**src/rtl/uart_rx_pkg.sv**
```systemverilog
// Shared UART definitions: receiver state encoding and default frame geometry,
// common to the receiver and the transmitter.
package uart_rx_pkg;

  localparam int OVERSAMPLE_DEF = 16;
  localparam int DATA_BITS_DEF  = 8;

  typedef enum logic [2:0] {
    ST_IDLE  = 3'd0,
    ST_START = 3'd1,
    ST_DATA  = 3'd2,
    ST_STOP  = 3'd3,
    ST_BREAK = 3'd4
  } rx_state_e;

  // Bits needed to count 0..n-1, never less than one.
  function automatic int cnt_width(input int n);
    return (n > 1) ? $clog2(n) : 1;
  endfunction

endpackage

```
**src/rtl/uart_rx_sync_2ff.sv**
```systemverilog
// Generic two-flop synchronizer for asynchronous inputs; the reset value is a
// parameter so idle-high lines come out of reset in their idle level.
module sync_2ff #(
  parameter int               WIDTH     = 1,
  parameter logic [WIDTH-1:0] RESET_VAL = '0
) (
  input  logic             clk,
  input  logic             rst,
  input  logic [WIDTH-1:0] d_i,
  output logic [WIDTH-1:0] q_o
);

  logic [WIDTH-1:0] meta_q;
  logic [WIDTH-1:0] sync_q;

  always_ff @(posedge clk) begin
    if (rst) begin
      meta_q <= RESET_VAL;
      sync_q <= RESET_VAL;
    end else begin
      meta_q <= d_i;
      sync_q <= meta_q;
    end
  end

  assign q_o = sync_q;

endmodule

```
**src/rtl/uart_rx.sv**
```systemverilog
// 8N1-style UART receiver paced by the shared oversampling tick strobe.
//   state | meaning
//   IDLE  | line idle, waiting for a tick that sees rx_s low
//   START | counting to the middle of the start bit to confirm it
//   DATA  | sampling data bits mid-bit, LSB first
//   STOP  | sampling the stop bit; done or framing error
//   BREAK | line held low after a framing error; wait for it to return high
module uart_rx
  import uart_rx_pkg::*;
#(
  parameter int DATA_BITS  = DATA_BITS_DEF,
  parameter int OVERSAMPLE = OVERSAMPLE_DEF
) (
  input  logic                 clk,
  input  logic                 rst,
  input  logic                 rx,
  input  logic                 tick,
  output logic [DATA_BITS-1:0] o_rx_data,
  output logic                 o_rx_done,
  output logic                 o_frame_err,
  output logic                 o_busy
);

  localparam int TICK_W = cnt_width(OVERSAMPLE);
  localparam int BIT_W  = cnt_width(DATA_BITS);

  localparam logic [TICK_W-1:0] HALF_LAST = TICK_W'(OVERSAMPLE / 2 - 1);
  localparam logic [TICK_W-1:0] FULL_LAST = TICK_W'(OVERSAMPLE - 1);
  localparam logic [BIT_W-1:0]  BIT_LAST  = BIT_W'(DATA_BITS - 1);

  if ((OVERSAMPLE < 4) || ((OVERSAMPLE % 2) != 0)) begin : g_bad_oversample
    $error("uart_rx: OVERSAMPLE must be even and at least 4");
  end

  logic rx_s;

  sync_2ff #(
    .WIDTH    (1),
    .RESET_VAL(1'b1)
  ) u_rx_sync (
    .clk(clk),
    .rst(rst),
    .d_i(rx),
    .q_o(rx_s)
  );

  rx_state_e            state_q,    state_d;
  logic [TICK_W-1:0]    tick_cnt_q, tick_cnt_d;
  logic [BIT_W-1:0]     bit_cnt_q,  bit_cnt_d;
  logic [DATA_BITS-1:0] shift_q,    shift_d;
  logic [DATA_BITS-1:0] data_q,     data_d;
  logic                 done_q,     done_d;
  logic                 err_q,      err_d;
  logic                 busy_q,     busy_d;

  always_ff @(posedge clk) begin
    if (rst) begin
      state_q    <= ST_IDLE;
      tick_cnt_q <= '0;
      bit_cnt_q  <= '0;
      shift_q    <= '0;
      data_q     <= '0;
      done_q     <= 1'b0;
      err_q      <= 1'b0;
      busy_q     <= 1'b0;
    end else begin
      state_q    <= state_d;
      tick_cnt_q <= tick_cnt_d;
      bit_cnt_q  <= bit_cnt_d;
      shift_q    <= shift_d;
      data_q     <= data_d;
      done_q     <= done_d;
      err_q      <= err_d;
      busy_q     <= busy_d;
    end
  end

  always_comb begin
    state_d    = state_q;
    tick_cnt_d = tick_cnt_q;
    bit_cnt_d  = bit_cnt_q;
    shift_d    = shift_q;
    data_d     = data_q;
    done_d     = 1'b0;
    err_d      = 1'b0;

    unique case (state_q)
      ST_IDLE: begin
        tick_cnt_d = '0;
        bit_cnt_d  = '0;
        if (tick && !rx_s) begin
          state_d = ST_START;
        end
      end

      ST_START: begin
        if (tick) begin
          if (tick_cnt_q == HALF_LAST) begin
            tick_cnt_d = '0;
            bit_cnt_d  = '0;
            // A high line at mid start bit was only a glitch.
            state_d    = rx_s ? ST_IDLE : ST_DATA;
          end else begin
            tick_cnt_d = tick_cnt_q + TICK_W'(1);
          end
        end
      end

      ST_DATA: begin
        if (tick) begin
          if (tick_cnt_q == FULL_LAST) begin
            shift_d                = shift_q >> 1;
            shift_d[DATA_BITS-1]   = rx_s;
            tick_cnt_d             = '0;
            if (bit_cnt_q == BIT_LAST) begin
              state_d = ST_STOP;
            end else begin
              bit_cnt_d = bit_cnt_q + BIT_W'(1);
            end
          end else begin
            tick_cnt_d = tick_cnt_q + TICK_W'(1);
          end
        end
      end

      ST_STOP: begin
        if (tick) begin
          if (tick_cnt_q == FULL_LAST) begin
            tick_cnt_d = '0;
            // Leaving mid stop bit lets a back-to-back start edge be caught.
            if (rx_s) begin
              data_d  = shift_q;
              done_d  = 1'b1;
              state_d = ST_IDLE;
            end else begin
              err_d   = 1'b1;
              state_d = ST_BREAK;
            end
          end else begin
            tick_cnt_d = tick_cnt_q + TICK_W'(1);
          end
        end
      end

      ST_BREAK: begin
        tick_cnt_d = '0;
        if (rx_s) begin
          state_d = ST_IDLE;
        end
      end

      default: begin
        state_d    = ST_IDLE;
        tick_cnt_d = '0;
        bit_cnt_d  = '0;
      end
    endcase

    busy_d = (state_d != ST_IDLE);
  end

  assign o_rx_data   = data_q;
  assign o_rx_done   = done_q;
  assign o_frame_err = err_q;
  assign o_busy      = busy_q;

endmodule

```
**config.mk**
```make
export PLATFORM = sky130hd
export DESIGN_NAME = uart_rx
export DESIGN_NICKNAME = d
export VERILOG_FILES = /design/src/rtl/uart_rx_pkg.sv /design/src/rtl/uart_rx_sync_2ff.sv /design/src/rtl/uart_rx.sv
export SDC_FILE = /design/constraint.sdc
export NUM_CORES = 1
export LEC_CHECK = 0
export ABC_CLOCK_PERIOD_IN_PS = 3730
export CORE_MARGIN = 2
export CORE_UTILIZATION = 50
export CTS_CLUSTER_DIAMETER = 40
export DETAILED_ROUTE_END_ITERATION = 10
export PLACE_DENSITY = 0.7
export SLEW_MARGIN = 20
export SYNTH_ARGS = -nofsm -noshare
export SYNTH_HDL_FRONTEND = slang
export SYNTH_SLANG_ARGS = --single-unit
```
**constraint.sdc**
```tcl
create_clock -name clk -period 3.73 [get_ports clk]
set_input_delay 1.119 -clock clk [delete_from_list [all_inputs] [get_ports clk]]
set_output_delay 1.119 -clock clk [all_outputs]
set_load 0.05 [all_outputs]
```
# == After elaboration in Yosys (flattened, before gate mapping) ==
# Cells that the tools add are included.
# classes
reduce_logical,11
muxes,25
n_addsub,2
eq_ne,13
bitwise,4
# op_table
op,count
3-bit 2-to-1 mux,15
4-bit 2-to-1 mux,4
3-bit case mux with 5 select lines,1
"2-bit != test, second input constant",5
3-bit case mux with 3 select lines,1
4-bit case mux with 2 select lines,1
"3-bit by 2-bit == test with 1-bit output, second input constant",2
"3-bit == test, second input constant",2
6-bit AND reduction,1
"4-bit by 1-bit adder with 4-bit output, second input constant",1
"4-bit by 3-bit == test with 1-bit output, second input constant",1
"4-bit == test, second input constant",1
1-bit NOT,4
4-bit AND reduction,1
2-bit OR reduction,2
4-bit OR reduction,1
"3-bit by 1-bit adder with 3-bit output, second input constant",1
"3-bit by 1-bit == test with 1-bit output, second input constant",1
3-bit zero test,1
3-bit AND reduction,1
3-bit nonzero test,1
1-bit 2-to-1 mux,2
2-bit 2-to-1 mux,1
"2-bit by 1-bit != test with 1-bit output, second input constant",1
other kinds (3),3
# totals
reg_bits,31
out_inout_bits,11

# == Depth between registers and ports, before layout ==
# Gate-level depths: netlist (run 1).
# depth
word_depth,6
ltp_mapped,6

# == Hierarchy ==
# From an unflattened synthesis (run 1), not the netlist that was laid out.
# hier_totals
hier_cells,141
area_unflattened_um2,1371.3
# by_module_without_submodules
mod,instances,seq_area_each_um2,area_each_um2,cells_per_inst
uart_rx,1,580.6,1318.8,137
sync_2ff,1,40.0,52.6,4

# == Least setup slack after synthesis (run 1) ==
# No wires, ideal clock.
# synth_path
kind,input to register
start,in tick
end,reg shift_q[0]
setup_ps,128
setup_slack_ps,1590
arrival_time_ps,2013
n_path_buf,2
path_stages,6
cell_sequence,buf_4 > and4_4 > and2_2 > buf_4 > mux2i_1 > nor2_1
# synth_via
elab_chain_cells,1
# synth_lines
item,line_no,source
"start, declared",uart_rx.sv:17,"input logic tick,"
3-bit AND reduction (no line),n/a,
"end signal, assigned",uart_rx.sv:70,shift_q <= shift_d;
"end, declared",uart_rx.sv:50,"logic [DATA_BITS-1:0] shift_q, shift_d;"
# Every way passes these cells.
# A chain may end at the register's enable or synchronous reset.

# == Worst setup path after layout (run 1) ==
# layout_path
start,in tick
end,"reg data_q[2], in the netlist o_rx_data[2]"
# layout_via
elab_chain_cells,1
# layout_lines
item,line_no,source
4-bit AND reduction (no line),n/a,
"end signal, assigned",uart_rx.sv:71,data_q <= data_d;
"end, declared",uart_rx.sv:51,"logic [DATA_BITS-1:0] data_q, data_d;"
# Every way passes these cells.

==> flow_summary.ini, run 1 <==
[clocking]
cts_sinks = 31
cts_buffers = 5
cts_resized = 0
clock_path_buffers = 2
clk_pin_slew_ps = 100
clock_latency_ps = 330
cts_hold_buf = 0
cts_root_buf = clkbuf_4
cts_max_level = 2
cts_tree = built
post-cts-setup-buffers = 0

[final_layout]
drive_gt1_share_pct = 11.5
final_common_cell = dfxtp_1
area_delta_synth_final_pct = 14.8
fill_cells = 237
multi_input_area_um2 = 693
final_cell_mix = 31 x dfxtp_1, 24 x nor2_1, 16 x mux2i_1, 14 x clkdlybuf4s50_1, 10 x nand3_1
n_antenna_cell = 0
instances_no_fill = 188
nets = 163
seq_area_um2 = 621

[routing]
wl_per_cell_um = 13.7
route.detailed.drc = 0
vias = 1080
post_drt_via_cell_ratio = 5.74
antenna_left = 0
drt_wl_total_um = 2570
firstDrtPassIters = 4
drt_iter0_drc = 37

[synth]
ys_ff_latch = 31
synth_edf_count = 0
syn_inst = 145
synth.largest_area_cell = dfxtp_1
syn_area_per_cell_um2 = 9.60
postSynth.asyncResetShare_pct = 0
ys_top_cells_by_area = dfxtp_1 45%, mux2i_1 12%, nor2_1 6.5%
synth_top_area_share_pct = 44.6
seq_area_frac_synth_pct = 44.6
ys_warn_count = 0
ys_types = 35
syn_area_um2 = 1390
dominantRegCellSynth = dfxtp_1
syn_nets = 152

[timing]
hold_violations = 0
rsz0062_at_grt = false
clock.fmax_mhz = 367
finalClockSkew_ps = 11.6
fin_setup_tns_ps = 0
post-route-min-period_ps = 2730
max_slew_margin_pct = 51.7
tightest_slew_ps = 722
fin_crit_sh_pct = 73.1
setup_viol = 0
maxSlewViolCount = 0

[flow_run]
max_cap_violations = 0

[critical_path]
setup.worst_path.end_class = register
crit_type = in2reg
setup.worst_path.start_class = input pin
required_ps = 3960
critPathArrivalTime_ps = 2950
worstPathMaxFanout = 9

[die]
initial_utilization_pct = 51.3
dieArea_um2 = 3220
num_rows = 19
core_um2 = 2710
die_h_um = 56.8
die_w_um = 56.8
pin_count = 15

[hold_path]
min_path_type = reg2reg

[global_route]
first_global_vias = 952
grt_usage_pct = 16.6
grt_pass1_wl_um = 4090
antenna_found_initial = 0
grt_max_degree = 19
gr-total-overflow = 0

[placement]
dp_hpwl_um = 1800
place_congestion = 0.787
dp.cells = 180
io_buffers = 14

[power_and_ir_drop]
power.density_nw_per_um2 = 392
ir_drop_mv = 0.326
leakagePower_nw = 0.595

[status]
status = completed
-- critical path, cell delays in order --
cell	delay [ps]
clkdlybuf4s50_1	630
and4_4	300
nand4_1	490
mux2i_1	340
nor2_1	70
-- flip-flops by register name, indices dropped and copies added, names as in the netlist, 3 cells and up --
name and flops:
tick_cnt_q 4, state_q 3, o_rx_data 8, bit_cnt_q 3, shift_q 8
-- per-stage QoR --
| step | setup slack [ps] | instance area, µm² | power [mW] | utilization, % | hold slack, ps |
|---|---|---|---|---|---|
| floorplan | 1590 | 1390 | 0.355 | - | 389 |
| detailed placement | 638 | 1510 | 0.362 | 55.8 | 395 |
| CTS | 992 | 1600 | 0.635 | 59.0 | 418 |
| global route | 882 | 1600 | 0.652 | 59.0 | 448 |
| finish | 1000 | 1600 | 0.626 | 59.0 | 415 |
| global placement | 717 | 1510 | 0.361 | 55.8 | 399 |
-- cell families after synthesis --
logic type,Yosys count,synth area share (%)
xor+xnor,2,1.26
simple gates,65,25.4
flops,31,44.6
compound gates,14,8.90
buf+inv,14,5.58
mux,16,11.5
fa+ha+maj,3,2.70
-- report_power, final --
| part | internal, mW | switching [mW] | leakage, nW |
|---|---|---|---|
| registers | 0.333 | 0.00278 | 0.250 |
| logic | 0.00728 | 0.0113 | 0.297 |
| clock network | 0.158 | 0.114 | 0.0482 |
| total | 0.498 | 0.128 | 0.595 |
-- synth_stat cells, types with 2 or more instances --
cell and count:
a21oi_1 3, a31oi_1 3, and2_2 2, buf_2 2
buf_4 6, clkbuf_1 3, dfxtp_1 31, ha_1 3
inv_1 3, mux2i_1 16, nand2_1 6, nand2b_1 2
nand3_1 10, nand4_1 4, nand4b_1 2, nor2_1 24
nor2b_1 2, nor3_1 4, or2_2 2, or3_1 2
-- worst paths after layout --
kind / to / depth (start not counted) / slack [ps] / start
max: o_rx_data[2] / 5 / 1000 / tick
min: u_rx_sync.q_o / 1 / 410 / u_rx_sync.meta_q
max reg2reg: o_rx_data[2] / 5 / 1750 / tick_cnt_q[0]
min reg2reg: u_rx_sync.q_o / 1 / 410 / u_rx_sync.meta_q
-- routing by layer --
| layer | up-vias | wire length, µm | track usage [%] |
|---|---|---|---|
| met4 | 0 | 71 | 9.97 |
| met3 | 9 | 93 | 4.15 |
| met2 | 25 | 1210 | 27.7 |
| li1 | 531 | - | - |
| met1 | 515 | 1200 | 18.8 |
| met5 | - | 0 | 0 |
-- area by class of cell --
class	instances	area share (%)
multi-input combinational	100	43.4
sequential	31	38.8
timing repair buffer	15	9.24
clock buffer	6	3.21
tap	31	2.43
clock inverter	2	2.19
inverter	3	0.705
(Power assumes the default switching activity.)
==> run 2, diff against run 1 <==
--- a/config.mk
+++ b/config.mk
@@ -5,12 +5,12 @@
 export SDC_FILE = /design/constraint.sdc
 export NUM_CORES = 1
 export LEC_CHECK = 0
-export ABC_CLOCK_PERIOD_IN_PS = 3730
+export ABC_CLOCK_PERIOD_IN_PS = 2370
 export CORE_MARGIN = 2
-export CORE_UTILIZATION = 50
+export CORE_UTILIZATION = 49
 export CTS_CLUSTER_DIAMETER = 40
 export DETAILED_ROUTE_END_ITERATION = 10
-export PLACE_DENSITY = 0.7
+export PLACE_DENSITY = 0.71
 export SLEW_MARGIN = 20
 export SYNTH_ARGS = -nofsm -noshare
 export SYNTH_HDL_FRONTEND = slang
==> constraint.sdc (replaced) <==
create_clock -name clk -period 2.37 [get_ports clk]
set_input_delay 0.711 -clock clk [delete_from_list [all_inputs] [get_ports clk]]
set_output_delay 0.711 -clock clk [all_outputs]
set_load 0.05 [all_outputs]
==> run 2 against run 1 <==
  * Final cell count increased by 1.6%
  * Combinational power grew 69%
  * Clock skew shrank 2.7 ps
  * Flip-flop and latch count unchanged
  * Count of clock-buffer cells in the layout unchanged
==> flow_summary.ini, run 2 (synthesis results as in run 1) <==
[clocking]
cts_buffers = 5
cts_max_level = 2
clock_latency_ps = 340
cts_tree = built
clock_path_buffers = 2
cts_hold_buf = 0
cts_resized = 0
cts_sinks = 31
post-cts-setup-buffers = 0
clk_pin_slew_ps = 100
cts_root_buf = clkbuf_4

[die]
die_h_um = 57.3
dieArea_um2 = 3280
num_rows = 19
pin_count = 15
initial_utilization_pct = 50.9
die_w_um = 57.3
core_um2 = 2730

[critical_path]
crit_type = reg2out
worstPathMaxFanout = 2
cpMaxStageDelayCell = clkdlybuf4s50_1
cp_cell_sequence = clkdlybuf4s50_1
critPathTopFamily = buffers and inverters
critPathArrivalTime_ps = 1500
critPathBufInv = 1
setup.worst_path.start_class = register
setup.worst_path.end_class = output pin
slowest_delay_ps = 800
required_ps = 1660

[global_route]
grt_pass1_wl_um = 4240
grt_max_degree = 22
antenna_found_initial = 0
first_global_vias = 995
gr-total-overflow = 0
grt_usage_pct = 16.8

[placement]
place_congestion = 0.824
dp_hpwl_um = 1800
io_buffers = 14
post_dp_cell_area_um2 = 1530

[routing]
vias = 1076
drt_iter0_drc = 18
post_drt_via_cell_ratio = 5.63
route.detailed.drc = 0
wl_per_cell_um = 13.2
firstDrtPassIters = 5
drt_wl_total_um = 2530
antenna_left = 0

[timing]
max_slew_margin_pct = 66.9
fin_setup_tns_ps = 0
finalClockSkew_ps = 8.93
rsz0062_at_grt = false
hold_violations = 0
setup_viol = 0
maxSlewViolCount = 0
tightest_slew_ps = 495
fin_crit_sh_pct = 93.1
clock.fmax_mhz = 453
post-route-min-period_ps = 2210

[power_and_ir_drop]
combPwrFrac_pct = 3.1
pwr-share-clk_pct = 44.0
p_int_mw = 0.786
ir_drop_mv = 0.495
finalPower_mw = 0.999
p_sw_share_pct = 21.3
p_switching_mw = 0.213
p_seq_share_pct = 52.8
power.density_nw_per_um2 = 617
leakagePower_nw = 0.609

[flow_run]
max_cap_violations = 0

[final_layout]
final_common_cell = dfxtp_1
n_antenna_cell = 0
final_cell_mix = 31 x dfxtp_1, 24 x nor2_1, 16 x mux2i_1, 14 x clkdlybuf4s50_1, 10 x nand3_1
nets = 166
area_delta_synth_final_pct = 16.5
drive_gt1_share_pct = 13.1
fin_area_um2 = 1620

[status]
status = completed

[hold_path]
min_path_type = reg2reg
run 2: cell types whose count changed in the layout (fill, tap and decap cells not counted):
cell / before / now
buf_4: 1 / 4
run 2: final cells by class:
type	instances	area, µm²
tap	31	38.8
clock buffer	6	51.3
clock inverter	2	35.0
sequential	31	621
inverter	3	11.3
timing repair buffer	18	170
multi-input combinational	100	693
fill	240	1110
run 2: per-stage QoR:
| step | hold WS [ps] | utilization, % | worst slack, ps | cells |
|---|---|---|---|---|
| global route | 443 | 59.3 | 120 | 191 |
| global placement | 392 | 56.1 | 148 | 183 |
| detailed placement | 395 | 56.1 | 90.2 | 183 |
| CTS | 420 | 59.3 | 148 | 191 |
| floorplan | 389 | - | 638 | 145 |
| finish | 419 | 59.3 | 163 | 191 |
run 2: power groups by stage:
stage / sequential (mW) / clock [mW] / combinational (mW)
2_1_floorplan: 0.540 / 0 / 0.0188
3_3_place_gp: 0.540 / 0 / 0.0308
3_5_place_dp: 0.540 / 0 / 0.0313
4_1_cts: 0.528 / 0.450 / 0.0314
5_1_grt: 0.529 / 0.475 / 0.0341
6_report: 0.528 / 0.440 / 0.0314
run 2: worst paths after layout:
check                         from            end  slack (ps)  depth (start not counted)
setup reg to reg     tick_cnt_q[0]     shift_q[4]         720                          5
hold / removal    u_rx_sync.meta_q  u_rx_sync.q_o         420                          1
setup / recovery      o_rx_data[4]   o_rx_data[4]         160                          1
hold reg to reg   u_rx_sync.meta_q  u_rx_sync.q_o         420                          1
run 2: layer usage:
| metal | vias up | wire length [µm] | track usage, % | share of wire [%] |
|---|---|---|---|---|
| met4 | 0 | 85 | 12.3 | 3.4 |
| met2 | 18 | 1170 | 25.9 | 46 |
| met5 | - | 0 | 0 | 0 |
| met3 | 10 | 86 | 4.76 | 3.4 |
| met1 | 509 | 1190 | 19.7 | 47 |
| li1 | 539 | - | - | - |
==> run 3, diff against run 2 <==
--- a/config.mk
+++ b/config.mk
@@ -5,8 +5,7 @@
 export SDC_FILE = /design/constraint.sdc
 export NUM_CORES = 1
 export LEC_CHECK = 0
-export ABC_CLOCK_PERIOD_IN_PS = 2370
-export CORE_MARGIN = 2
+export ABC_CLOCK_PERIOD_IN_PS = 1780
 export CORE_UTILIZATION = 49
 export CTS_CLUSTER_DIAMETER = 40
 export DETAILED_ROUTE_END_ITERATION = 10
==> constraint.sdc (replaced) <==
create_clock -name clk -period 1.78 [get_ports clk]
set_input_delay 0.534 -clock clk [delete_from_list [all_inputs] [get_ports clk]]
set_output_delay 0.534 -clock clk [all_outputs]
set_load 0.05 [all_outputs]
==> run 3 against run 2 <==
  * Combinational power grew 39%
  * Final cell count is the same
  * Global-route usage increased by 1.3 points
  * Clock skew down 2.2 ps
  * Critical path depth increased by 4
  * Non-clock buffer count up 1
  * Clock power rose by 28%
  * Via count down 2.3%
  * Sequential power rose by 33%
  * Count of clock-buffer cells in the layout unchanged
  * Critical path type is now reg2reg
==> flow_summary.ini, run 3 (synthesis results as in run 1) <==
[routing]
route.detailed.drc = 0
vias = 1051
drt_iter0_drc = 27
firstDrtPassIters = 4
post_drt_via_cell_ratio = 5.50
drt_wl_total_um = 2490
antenna_left = 0
wl_per_cell_um = 13.0

[critical_path]
cp_cell_sequence = ha_2 -> and4_4 -> nand3_4 -> a2111oi_4 -> or3_1
setup.worst_path.start_class = register
setup.worst_path.end_class = register
slowest_delay_ps = 390
worstPathMaxFanout = 7
required_ps = 2050
crit_type = reg2reg
cpMaxStageDelayCell = dfxtp_1
critPathArrivalTime_ps = 1860

[final_layout]
nets = 167
final_common_cell = dfxtp_1
area_delta_synth_final_pct = 15.1
fill_cells = 231
instances_no_fill = 191
drive_gt1_share_pct = 21.1
postLayoutCoreUtil_pct = 61.8
fin_area_um2 = 1600
n_antenna_cell = 0
final_cell_mix = 31 x dfxtp_1, 24 x nor2_1, 16 x mux2i_1, 16 x buf_4, 10 x nand3_1

[timing]
setup_ws_ps = 183
setup_viol = 0
fin_crit_sh_pct = 89.7
post-route-min-period_ps = 1600
max_slew_margin_pct = 68.1
rsz0062_at_grt = false
hold_violations = 0
tightest_slew_ps = 478
finalClockSkew_ps = 6.68
maxSlewViolCount = 0
clock.fmax_mhz = 626

[die]
die_h_um = 55.3
die_w_um = 55.3
dieArea_um2 = 3060
initial_utilization_pct = 53.7
num_rows = 18
pin_count = 15
core_um2 = 2590

[clocking]
cts_hold_buf = 0
clock_path_buffers = 2
cts_max_level = 2
cts_buffers = 5
cts_tree = built
cts_sinks = 31
clock_latency_ps = 320
cts_root_buf = clkbuf_4
clk_pin_slew_ps = 100

[power_and_ir_drop]
p_seq_share_pct = 53.5
leakagePower_nw = 0.635
ir_drop_mv = 0.832
p_sw_share_pct = 20.1
power.density_nw_per_um2 = 818
p_switching_mw = 0.263
combPwrFrac_pct = 3.3
p_int_mw = 1.05
pwr-share-clk_pct = 43.1

[global_route]
antenna_found_initial = 0
grt_max_degree = 17
grt_usage_pct = 18.0
gr-total-overflow = 0
first_global_vias = 1009
grt_pass1_wl_um = 4380

[placement]
dp_hpwl_um = 1840
place_congestion = 0.773
dp.cells = 183
pre_cts_ws_ps = -400
post_dp_cell_area_um2 = 1510
io_buffers = 14

[hold_path]
min_path_type = reg2reg

[status]
status = completed

[flow_run]
max_cap_violations = 0
## run 3: changes by cell type in the layout (fill, tap and decap cells not counted)
cell and delta:
and2_2 -1, and2_4 +1, buf_4 +12, clkdlybuf4s50_1 -12, dlygate4sd2_1 +1, ha_1 -1
ha_2 +1
## run 3: final timing paths
check	start	end	slack [ps]	cells past startpoint
min	u_rx_sync.meta_q	u_rx_sync.q_o	430	1
min reg2reg	u_rx_sync.meta_q	u_rx_sync.q_o	430	1
max reg2reg	tick_cnt_q[0]	o_busy	180	5
max	tick_cnt_q[0]	o_busy	180	5
## run 3: critical path, delay by kind of cell, from the launching register on
family / cells / cell delay (ps)
adders and majority gates: 1 / 260
AOI/OAI and AO/OA: 1 / 370
DFF: 1 / 390
and+or+nand+nor: 3 / 510
## run 3: cell type report
cell class | count | area [µm²] | share of cell area [%]
clock buffer | 6 | 51.3 | 3.20
clock inverter | 2 | 35.0 | 2.19
inverter | 3 | 11.3 | 0.703
multi-input combinational | 100 | 697 | 43.5
sequential | 31 | 621 | 38.7
tap | 30 | 37.5 | 2.34
timing repair buffer | 19 | 149 | 9.30
## run 3: power groups by stage
stage / clock (mW) / combinational (mW) / sequential, mW
global route: 0.610 / 0.0478 / 0.702
detailed placement: 0 / 0.0445 / 0.717
floorplan: 0 / 0.0250 / 0.719
global placement: 0 / 0.0431 / 0.717
finish: 0.565 / 0.0435 / 0.701
CTS: 0.580 / 0.0437 / 0.701
## run 3: routing by layer
layer | global-route usage, % | wire length (µm)
met1 | 22.6 | 1200
met2 | 29.6 | 1200
met3 | 5.62 | 78
met4 | 5.71 | 11
met5 | 0 | 0
## run 3: what timing repair did
action                                  in CTS  in global routing
endpoints found under the setup margin       8                  1
setup buffers                                0                  0
gates resized for setup                      2                  1
cloned                                       0                  0
pin swaps                                    0                  0
## run 3: through the flow
step                hold slack (ps)  setup TNS, ps  power (mW)
global placement                393          -6440       0.760
floorplan                       389              0       0.744
finish                          425              0        1.31
CTS                             426              0        1.33
detailed placement              406          -7130       0.762
global route                    444              0        1.36
==> RTL change: new RTL, flow settings as in run 2 <==
The package constant `DATA_BITS_DEF` goes from 8 to 6.
--- a/src/rtl/uart_rx_pkg.sv
+++ b/src/rtl/uart_rx_pkg.sv
@@ -3,7 +3,7 @@
 package uart_rx_pkg;
 
   localparam int OVERSAMPLE_DEF = 16;
-  localparam int DATA_BITS_DEF  = 8;
+  localparam int DATA_BITS_DEF  = 6;
 
   typedef enum logic [2:0] {
     ST_IDLE  = 3'd0,
Interface: changed (resized o_rx_data); port bits go from 15 to 13. The function was not compared with the original's and may differ.
==> RTL change against run 2 <==
- worst setup slack got worse by 7.2 ps
- area after synthesis is 14% lower
- die area is 13% lower
- power shrank 30%
- via count shrank 14%
- non-clock buffer count shrank 1
- routed wire length shrank 14%
- sequential cell count fell by 4
- design area is 15% lower
- critical path type unchanged
- largest power group unchanged
- highest routed layer unchanged
==> RTL change: results (changes against run 2) <==
Run status
  • Outcome: finished clean

Layout
  • Filler Cells Inserted: 206 (-14%)
  • Share of layout cells above drive strength 1: 0.109 (-0.0218)
  • Layout Nets: 145 (-13%)

Synth
  • Commonest cells in the netlist: 27 x dfxtp_1, 17 x nor2_1, 14 x mux2i_1
  • Syn Nets: 130 (-14%)
  • Seq/Total Area, Yosys: 0.451 (+0.00490)
  • Synth async-reset ratio: 0 (unchanged)
  • Top cells by area, synth: dfxtp_1 45%, mux2i_1 12%, nor2_1 5.3%
  • Distinct cells, synth: 42 (+20%)

Clocking
  • H-tree depth: 1 (-1)
  • Num CTS Buffers: 3 (-2)
  • Post_cts resized: 0 (unchanged)
  • Clk slew on worst S/H paths: 150 ps (+50 ps)
  • Skew-Pair Late Insertion Delay: 320 ps (-20 ps)

Detailed routing
  • DR vias: 927 (-14%)
  • DR iter-0 viols: 4 (-14)
  • Wire per inst: 13.1 µm (-0.81%)
  • TritonRoute pass-1 iters: 4 (-1)

Global routing
  • Met3 global-route usage: 0.0339 (-0.0137)
  • Grt met1 use: 0.217 (+0.0199)
  • First-pass GRT wire length: 3710 µm (-13%)
  • Largest net degree at the start of global routing: 20 (-9.1%)
  • GR Util met2: 0.302 (+0.0430)
  • Vias in the first global route: 850 (-15%)
  • Total GRT Usage: 0.179 (+0.0110)

Placed design
  • I/O Buffers: 12 (-2)
  • DP Wirelength: 1570 µm (-13%)
  • Pre-CTS WS: -79.6 ps (-170 ps)
  • Placer Congestion: 0.783 (-5.0%)

STA
  • Final worst setup slack: 156 ps (-7.16 ps)
  • Clock skew: 3.16 ps (-5.76 ps)
  • WHS: 431 ps (+11.7 ps)
  • Worst rel slew slack: 0.662 (-0.00696)

Worst setup path
  • Setup slack, reg-to-reg: 500 ps (-220 ps)
  • Worst reg2reg path depth: 5 (unchanged)

Power
  • Static Leak: 0.589 nW (-3.3%)
  • Worst vdd ir: 352 µV (-29%)
## RTL change: cell count changes in the layout (fill, tap and decap cells not counted), sizes merged, moves of 3 or more
| cell | change |
|---|---|
| nand3 | -8 |
| nor2 | -6 |
| dfxtp | -4 |
| nand4 | -4 |
| clkbuf | -3 |
| nor2b | -3 |
## RTL change: report_power, final
group	internal, mW	switching (mW)	leakage [nW]
Combinational	0.0152	0.0173	0.357
Sequential	0.457	0.00354	0.218
Clock	0.0645	0.142	0.0139
## RTL change: layer usage
metal	wire length, µm	part of all wire
met4	17	0.0078
met5	0	0
met2	1060	0.49
met3	43	0.020
met1	1040	0.48
## RTL change: area by class of cell
type	instances	share of cell area
Multi-Input combinational cell	86	0.439
Sequential cell	27	0.391
Timing Repair Buffer	17	0.114
Tap cell	28	0.0254
Clock buffer	3	0.0163
Inverter	3	0.00815
Clock inverter	1	0.00543
## RTL change: final timing paths
kind,endpoint,from
worst max-delay path,o_rx_data[2],o_rx_data[2]
worst min-delay path,u_rx_sync.q_o,u_rx_sync.meta_q
worst max register to register,shift_q[2],tick_cnt_q[0]
worst min register to register,u_rx_sync.q_o,u_rx_sync.meta_q
## RTL change: metrics by stage
step                area [µm²]  power (mW)   util  cells
floorplan                 1200       0.489      -    123
global placement          1350       0.502  0.599    161
detailed placement        1350       0.504  0.599    161
CTS                       1380       0.706  0.613    165
global route              1380       0.729  0.613    165
finish                    1380       0.700  0.613    165
## RTL change: cell families (layout without fill, tap and decap cells)
family,count (synthesis),in the layout,synth area share
AOI/OAI and AO/OA,17,17,0.112
adders and majority gates,3,3,0.0313
buffers and inverters,10,24,0.0428
DFF,27,27,0.451
muxes,14,14,0.117
and+or+nand+nor,51,51,0.239
xor gates and xnor gates,1,1,0.00731
